==> src/rtl/stream_mux_rr_if.sv <==
// Stream bundle between the N-channel sources and the single muxed output of stream_mux_rr.
// slave = the mux itself, master = whatever drives the sources and sinks the output.
interface stream_mux_rr_if #(
    parameter int N_CH  = 4,
    parameter int WIDTH = 8,
    parameter int SW    = $clog2(N_CH)
) ();
    logic [N_CH-1:0]       in_valid;
    logic [N_CH*WIDTH-1:0] in_data;
    logic [N_CH-1:0]       in_last;
    logic [N_CH-1:0]       in_ready;
    logic                  out_valid;
    logic [WIDTH-1:0]      out_data;
    logic                  out_last;
    logic [SW-1:0]         out_ch;
    logic                  out_ready;

    modport master (
        output in_valid, in_data, in_last, out_ready,
        input  in_ready, out_valid, out_data, out_last, out_ch
    );

    modport slave (
        input  in_valid, in_data, in_last, out_ready,
        output in_ready, out_valid, out_data, out_last, out_ch
    );
endinterface

==> src/rtl/stream_mux_rr.sv <==
// Packet-locked stream multiplexer: grants one channel (fixed select or round-robin) until its
// last beat passes, with a single registered output stage and a packet counter.
module stream_mux_rr #(
    parameter int N_CH  = 4,
    parameter int WIDTH = 8,
    parameter int SW    = $clog2(N_CH)
) (
    input  logic           clk,
    input  logic           rst_n,
    input  logic           mode,
    input  logic [SW-1:0]  sel,
    stream_mux_rr_if.slave bus,
    output logic [15:0]    pkt_cnt
);

    typedef enum logic {
        IDLE = 1'b0,
        BUSY = 1'b1
    } state_t;

    state_t           state_reg;
    logic [SW-1:0]    gnt_reg;
    logic [SW-1:0]    ptr_reg;
    logic             out_valid_reg;
    logic [WIDTH-1:0] out_data_reg;
    logic             out_last_reg;
    logic [SW-1:0]    out_ch_reg;
    logic [15:0]      pkt_cnt_reg;

    logic             busy;
    logic             out_free;
    logic             in_hs;
    logic             out_hs;
    logic             cur_valid;
    logic             cur_last;
    logic [WIDTH-1:0] cur_data;
    logic             fix_req;
    logic [2*N_CH-1:0] rr_dbl;
    logic [N_CH-1:0]  rr_rot;
    logic             rr_req;
    logic [SW-1:0]    rr_gnt;
    logic [N_CH-1:0]  ready_vec;

    // Map "offset from ptr+1" back to a channel index; v never reaches 2*N_CH.
    function automatic logic [SW-1:0] wrap_idx(input int v);
        if (v >= N_CH) begin
            return SW'(v - N_CH);
        end
        return SW'(v);
    endfunction

    assign busy     = (state_reg == BUSY);
    assign out_free = !out_valid_reg || bus.out_ready;
    assign in_hs    = busy && cur_valid && out_free;
    assign out_hs   = out_valid_reg && bus.out_ready;

    always_comb begin
        cur_valid = 1'b0;
        cur_last  = 1'b0;
        cur_data  = '0;
        for (int k = 0; k < N_CH; k++) begin
            if (gnt_reg == SW'(k)) begin
                cur_valid = bus.in_valid[k];
                cur_last  = bus.in_last[k];
                cur_data  = bus.in_data[k*WIDTH +: WIDTH];
            end
        end
    end

    // Out-of-range sel values match no k, so they can never request a grant.
    always_comb begin
        fix_req = 1'b0;
        for (int k = 0; k < N_CH; k++) begin
            if ((sel == SW'(k)) && bus.in_valid[k]) begin
                fix_req = 1'b1;
            end
        end
    end

    // Rotate the request vector so bit j is channel (ptr+1+j) mod N_CH; the lowest set bit wins.
    always_comb begin
        rr_dbl = {bus.in_valid, bus.in_valid} >> ({1'b0, ptr_reg} + (SW+1)'(1));
        rr_rot = rr_dbl[N_CH-1:0];
        rr_req = |rr_rot;
        rr_gnt = '0;
        for (int j = N_CH - 1; j >= 0; j--) begin
            if (rr_rot[j]) begin
                rr_gnt = wrap_idx(int'(ptr_reg) + 1 + j);
            end
        end
    end

    generate
        for (genvar gi = 0; gi < N_CH; gi++) begin : g_ready
            assign ready_vec[gi] = busy && (gnt_reg == SW'(gi)) && out_free;
        end
    endgenerate

    always_ff @(posedge clk) begin
        if (!rst_n) begin
            state_reg     <= IDLE;
            gnt_reg       <= '0;
            ptr_reg       <= SW'(N_CH - 1);
            out_valid_reg <= 1'b0;
            out_data_reg  <= '0;
            out_last_reg  <= 1'b0;
            out_ch_reg    <= '0;
            pkt_cnt_reg   <= '0;
        end else begin
            case (state_reg)
                IDLE: begin
                    if (!mode) begin
                        if (fix_req) begin
                            gnt_reg   <= sel;
                            state_reg <= BUSY;
                        end
                    end else if (rr_req) begin
                        gnt_reg   <= rr_gnt;
                        state_reg <= BUSY;
                    end
                end
                BUSY: begin
                    // The lock is held until the granted channel's last beat is taken.
                    if (in_hs && cur_last) begin
                        state_reg <= IDLE;
                        ptr_reg   <= gnt_reg;
                    end
                end
            endcase

            if (in_hs) begin
                out_valid_reg <= 1'b1;
                out_data_reg  <= cur_data;
                out_last_reg  <= cur_last;
                out_ch_reg    <= gnt_reg;
            end else if (out_hs) begin
                out_valid_reg <= 1'b0;
            end

            if (out_hs && out_last_reg) begin
                pkt_cnt_reg <= pkt_cnt_reg + 16'd1;
            end
        end
    end

    assign bus.in_ready  = ready_vec;
    assign bus.out_valid = out_valid_reg;
    assign bus.out_data  = out_data_reg;
    assign bus.out_last  = out_last_reg;
    assign bus.out_ch    = out_ch_reg;
    assign pkt_cnt       = pkt_cnt_reg;

endmodule

==> src/flat_wrapper.sv <==
// flat-port wrapper written by rule: the top's interface ports become plain ports
module stream_mux_rr_flat 
#(
    parameter int N_CH  = 4,
    parameter int WIDTH = 8,
    parameter int SW    = $clog2(N_CH)
)
  (clk, rst_n, mode, sel, pkt_cnt, bus_in_valid, bus_in_data, bus_in_last, bus_out_ready, bus_in_ready, bus_out_valid, bus_out_data, bus_out_last, bus_out_ch);
  stream_mux_rr_if #(.N_CH(N_CH), .WIDTH(WIDTH), .SW(SW)) bus_i ();
  input  logic clk;
  input  logic rst_n;
  input  logic mode;
  input  logic [SW-1:0] sel;
  output logic [15:0] pkt_cnt;
  input wire logic [$bits(bus_i.in_valid)-1:0] bus_in_valid;
  input wire logic [$bits(bus_i.in_data)-1:0] bus_in_data;
  input wire logic [$bits(bus_i.in_last)-1:0] bus_in_last;
  input wire logic [$bits(bus_i.out_ready)-1:0] bus_out_ready;
  output wire logic [$bits(bus_i.in_ready)-1:0] bus_in_ready;
  output wire logic [$bits(bus_i.out_valid)-1:0] bus_out_valid;
  output wire logic [$bits(bus_i.out_data)-1:0] bus_out_data;
  output wire logic [$bits(bus_i.out_last)-1:0] bus_out_last;
  output wire logic [$bits(bus_i.out_ch)-1:0] bus_out_ch;
  assign bus_i.in_valid = bus_in_valid;
  assign bus_i.in_data = bus_in_data;
  assign bus_i.in_last = bus_in_last;
  assign bus_i.out_ready = bus_out_ready;
  assign bus_in_ready = bus_i.in_ready;
  assign bus_out_valid = bus_i.out_valid;
  assign bus_out_data = bus_i.out_data;
  assign bus_out_last = bus_i.out_last;
  assign bus_out_ch = bus_i.out_ch;
  stream_mux_rr #(.N_CH(N_CH), .WIDTH(WIDTH), .SW(SW)) u_core (.clk(clk), .rst_n(rst_n), .mode(mode), .sel(sel), .bus(bus_i), .pkt_cnt(pkt_cnt));
endmodule
==> config.mk <==
export PLATFORM = sky130hd
export DESIGN_NAME = stream_mux_rr_flat
export DESIGN_NICKNAME = d
export VERILOG_FILES = /design/src/rtl/stream_mux_rr_if.sv /design/src/rtl/stream_mux_rr.sv /design/src/flat_wrapper.sv
export SDC_FILE = /design/constraint.sdc
export NUM_CORES = 1
export LEC_CHECK = 0
export ABC_AREA = 0
export BUFFER_PORTS_ARGS = -buffer_cell sky130_fd_sc_hd__buf_2
export CAP_MARGIN = 20
export CORE_AREA = 2 2 77 57
export DETAILED_ROUTE_END_ITERATION = 8
export DIE_AREA = 0 0 79 59
export PLACE_DENSITY = 0.86
export SLEW_MARGIN = 20
export SYNTH_ARGS = -nofsm -noshare
export SYNTH_HDL_FRONTEND = slang
export SYNTH_SLANG_ARGS = --single-unit
==> constraint.sdc <==
create_clock -name clk -period 2.75 [get_ports clk]
set_input_delay 0.825 -clock clk [delete_from_list [all_inputs] [get_ports clk]]
set_output_delay 0.825 -clock clk [all_outputs]
set_load 0.01 [all_outputs]
Word-level counts from Yosys, hierarchy flattened:

Index checks and enable logic that the tools add are counted.

* bits in registers: 33
* output and inout port bits: 32
* word-level logic and storage cells: 103
* bits of input ports: 46

* reduce and logical (&&, ||, !) cells: 26
* multiplexer cells: 46
* order comparisons: 4
* bitwise gates (word level): 1
* eq/ne operators: 7
* shift operators: 1
* add/sub/neg operators: 10

Operator list (number)
* 32-bit by 4-bit greater-or-equal comparator with 1-bit output (second input constant): 3
* 8-bit 2-to-1 mux: 4
* 2-bit 2-to-1 mux: 15
* 1-bit 2-to-1 mux: 26
* 1-bit logical AND: 17
* 16-bit by 1-bit adder with 16-bit output (second input constant): 1
* 3-bit by 2-bit adder with 4-bit output (second input constant): 2
* 2-bit == test (second input constant): 4
* 8-bit by 3-bit right shift with 4-bit output: 1
* 2-bit by 1-bit subtractor with 2-bit output (second input constant): 4
* 2-bit by 1-bit adder with 3-bit output (second input constant): 2
* 3-bit by 1-bit adder with 4-bit output (second input constant): 1
* 2-bit by 1-bit == test with 1-bit output (second input constant): 2
* 2-bit zero test: 2
* 2-bit nonzero test: 2
* 4-bit OR reduction: 1
* 3-bit greater-or-equal comparator (second input constant): 1
* 3-bit AND reduction: 1
* 2-bit by 1-bit inequality test with 1-bit output (second input constant): 1
* 1-bit one-hot mux with 2 select lines: 1
* 2-bit AND reduction: 1
* 1-bit zero test: 1
* 1-bit logical OR: 1
* 1-bit inverter: 1

Logic depth before layout (Yosys ltp):

* depth in word-level cells: 12
* depth in mapped cells: 6

Worst setup path before layout:

OpenSTA, ideal clock, no wires.

* path type: input to register
* from: input bus_in_valid[1]
* to: register u_core.gnt_reg[1]
* data arrival time: 2080 ps
* setup slack: 550 ps
* buffers on the path: 1
* cell stages on the path: 5
* data required time: 2630 ps
* path through: buf_4 > o41a_1 > a222oi_1 > a21oi_1 > o31a_1

* longest elaborated chain between the ends: 7
* elaborated cells on any way between the ends: 15

RTL lines
* start, declared: RTL line flat_wrapper.sv:15 `input wire logic [$bits(bus_i.in_valid)-1:0] bus_in_valid;`
* 8-bit by 3-bit right shift with 4-bit output: RTL line stream_mux_rr.sv:82 `rr_dbl = {bus.in_valid, bus.in_valid} >> ({1'b0, ptr_reg} + (SW+1)'(1));`
* 2-bit 2-to-1 mux (4 in series): RTL line stream_mux_rr.sv:87 `if (rr_rot[j]) begin`
* 2-bit 2-to-1 mux: RTL line stream_mux_rr.sv:117 `end else if (rr_req) begin`
* 2-bit 2-to-1 mux: RTL line stream_mux_rr.sv:112 `if (!mode) begin`
* end signal, assigned: RTL line stream_mux_rr.sv:114 `gnt_reg <= sel;`
* end signal, assigned: RTL line stream_mux_rr.sv:118 `gnt_reg <= rr_gnt;`
* end, declared: RTL line stream_mux_rr.sv:22 `logic [SW-1:0] gnt_reg;`

Parallel ways exist; a longest one is shown, timed or not. The select of a mux whose other input is x is not followed.
A chain may end at the register's enable or synchronous reset.

Final worst setup path:

* from: input bus_out_ready
* to: output bus_in_ready[2]

* longest elaborated chain between the ends: 2

RTL lines
* start, declared: RTL line flat_wrapper.sv:18 `input wire logic [$bits(bus_i.out_ready)-1:0] bus_out_ready;`
* 1-bit logical OR: RTL line stream_mux_rr.sv:53 `assign out_free = !out_valid_reg || bus.out_ready;`
* 1-bit logical AND: RTL line stream_mux_rr.sv:95 `assign ready_vec[gi] = busy && (gnt_reg == SW'(gi)) && out_free;`
* end, declared: RTL line flat_wrapper.sv:19 `output wire logic [$bits(bus_i.in_ready)-1:0] bus_in_ready;`

Every way passes these cells.

==> flow_summary.ini <==
[floorplan]
initial_utilization = 0.464
rows = 19
die_width_um = 79
coreArea_um2 = 3850
io-pin-count = 78
die_area_um2 = 4660
fp.dieH_um = 59

[power_and_ir_drop]
ir_drop_mv = 0.312
p_switching_mw = 0.293
pwr-share-comb = 0.203
total_power_mw = 1.11
p_sw_frac = 0.265
power.density_nw_per_um2 = 483
p_int_mw = 0.812
total_leakage_power_nw = 1.11
sequentialPowerShare = 0.469
p_clk_frac = 0.328

[cts]
cts_hold_buffers = 0
tritoncts = built
cts_made_buffers = 5
cts_buffer_depth = 2
numClockSinks = 33
cts-root-buf = clkbuf_8
cts_resized = 0
cts_setup_buffers = 0
cts.reportedPaths.clkPinSlew_ps = 60
insertion_delay_ps = 280
htreeDepth = 2

[setup_path]
startpoint_type = input pin
cp_max_fo = 5
end_kind = output port
worst-endpoint-arrival_ps = 1530
critPathKind = input pin to output port
cp.required_ps = 1930

[cells_and_area]
antenna_cells = 0
largest_register_ffs = 16
area_delta_synth_final_pct = 28.0
drive_gt1_frac = 0.376
final_nets = 313

[grt]
gr-total-overflow = 0
grt_max_degree = 28
grt_pass1_wl_mm = 6.91
grt_pass1_vias = 1511
gr-usage-all-layers = 0.195
antenna_found_initial = 0

[synth]
synth-simple-area-share = 0.207
synth_top_family_by_area = multiplexers
synth_nets = 237
netlist_area_um2 = 1790
yosys.area_share.xor_xnor = 0.0392
async_flop_share = 0
synth_edf_count = 0
yosys_register_bits = 33
synth_cell_types = 40
synth_cells = 190
ys_seq_area_frac = 0.370
synth-compound-area-share = 0.0932
ys.flop_type = dfxtp_1
yosys_warnings = 0
syn_avg_cell_area_um2 = 9.40
muxShareOfSynthArea = 0.234
synthAdderAreaFrac = 0.00701

[placement]
gp_congestion = 0.881
hpwl_mm = 3.30
io_buffers = 77

[detailed_routing]
vias = 1743
dr.pass1.iters = 4
avgViaCountPerCell = 5.48
post_drt_wl_per_cell_um = 14.1
drc = 0
antenna_left = 0
drt-total-wl_mm = 4.47
drt_iter0_drc = 95

[run_status]
outcome = finished, final reports clean

[job]
maxCapViolCount = 0

[sta]
setup_tns_ps = 0
hold_violations = 0
report.final.slew_viol_count = 0
max-slew-margin-rel = 0.584
max_freq_mhz = 424
fin_hold_ws_ps = 473
setup_viol = 0
skew_ps = 1.49
timing.final.crit_share = 0.857
worst_pin_slew_ps = 619
rsz0062_at_grt = no
layout_min_cycle_time_ps = 2360

[min_path]
hp-class = flop to flop
[through the flow]
| step | instance area [um^2] | utilization | setup WS, ps | instances |
|---|---|---|---|---|
| 2_1_floorplan | 1790 | - | 550 | 190 |
| 3_3_place_gp | 2200 | 0.571 | 382 | 311 |
| 3_5_place_dp | 2200 | 0.571 | 390 | 311 |
| 4_1_cts | 2290 | 0.594 | 389 | 318 |
| 5_1_grt | 2290 | 0.594 | 278 | 318 |
| 6_report | 2290 | 0.594 | 394 | 318 |
[layout by cell type, fill, tap and decap left out, types with 2 or more instances in the layout]
| master | Yosys | layout |
|---|---|---|
| buf_2 | 2 | 77 |
| dfxtp_1 | 33 | 33 |
| nor2_1 | 25 | 25 |
| nand2_1 | 18 | 18 |
| mux2i_1 | 17 | 17 |
| mux4_2 | 10 | 10 |
| nand3_1 | 7 | 7 |
| inv_1 | 7 | 7 |
| a21oi_1 | 7 | 7 |
| xnor2_1 | 6 | 6 |
| clkbuf_8 | 0 | 6 |
| nand2b_1 | 5 | 5 |
| nor3_1 | 5 | 5 |
| nand4_1 | 4 | 4 |
| nor4_1 | 4 | 4 |
| o211ai_1 | 4 | 4 |
| buf_4 | 2 | 3 |
| mux2_2 | 2 | 2 |
| and3_1 | 2 | 2 |
| or3_1 | 2 | 2 |
| or4_1 | 2 | 2 |
| xor2_1 | 2 | 2 |
[area by class of cell]
type / count / area, um^2
inverters: 8 / 30.0
clock buffers: 7 / 86.3
repair buffers: 80 / 408
fillers: 358 / 1570
flip-flops and latches: 33 / 661
multi-input cells: 138 / 1040
well taps: 52 / 65.1
[layer usage]
metal | wire length, um | global-route usage | vias up
met2 | 2040 | 0.314 | 85
met3 | 467 | 0.0564 | 4
met4 | 29 | 0.0961 | 0
met1 | 1940 | 0.243 | 812
li1 | - | - | 842
met5 | 0 | 0 | -
[path summary, 6_finish.rpt]
path	start	cells after the start	slack, ps	end
worst max-delay path	bus_out_ready	5	390	bus_in_ready[2]
worst min-delay path	u_core.pkt_cnt[15]	2	470	u_core.pkt_cnt[15]
worst max register to register	u_core.gnt_reg[0]	5	890	u_core.ptr_reg[0]
worst min register to register	u_core.pkt_cnt[15]	2	470	u_core.pkt_cnt[15]
[cells by family (layout without fill, tap and decap cells)]
| logic type | count (synthesis) | in the layout |
|---|---|---|
| AOI/OAI and AO/OA | 23 | 23 |
| and+or+nand+nor | 77 | 77 |
| buffers and inverters | 19 | 95 |
| DFF | 33 | 33 |
| muxes | 29 | 29 |
| xor gates and xnor gates | 8 | 8 |
| adders and majority gates | 1 | 1 |
[power groups by stage]
stage	Clock (mW)	Combinational [mW]	Sequential [mW]
final	0.362	0.225	0.518
after global routing	0.401	0.245	0.521
after CTS	0.376	0.226	0.518
after detailed placement	0	0.224	0.528
after global placement	0	0.220	0.527
after floorplan	0	0.145	0.528
[synthesized netlist by cell type (all sizes together), types with 2 or more instances]
library cell / number / area [um^2]
a21oi: 7 / 35.0
and3: 2 / 12.5
buf: 5 / 36.3
clkbuf: 6 / 22.5
dfxtp: 33 / 661
inv: 8 / 30.0
mux2: 2 / 22.5
mux2i: 17 / 170
mux4: 10 / 225
nand2: 18 / 67.6
nand2b: 5 / 31.3
nand3: 7 / 35.0
nand4: 5 / 37.5
nor2: 25 / 93.8
nor3: 5 / 25.0
nor4: 4 / 25.0
o211ai: 4 / 30.0
or3: 2 / 12.5
or4: 2 / 15.0
xnor2: 6 / 52.6
xor2: 2 / 17.5
[critical path, stage by stage]
cell	delay [ps]
buf_2	110
nand2b_1	190
nand2_1	90
nor3_1	160
buf_2	160
Power figures use the tool's default switching activity.
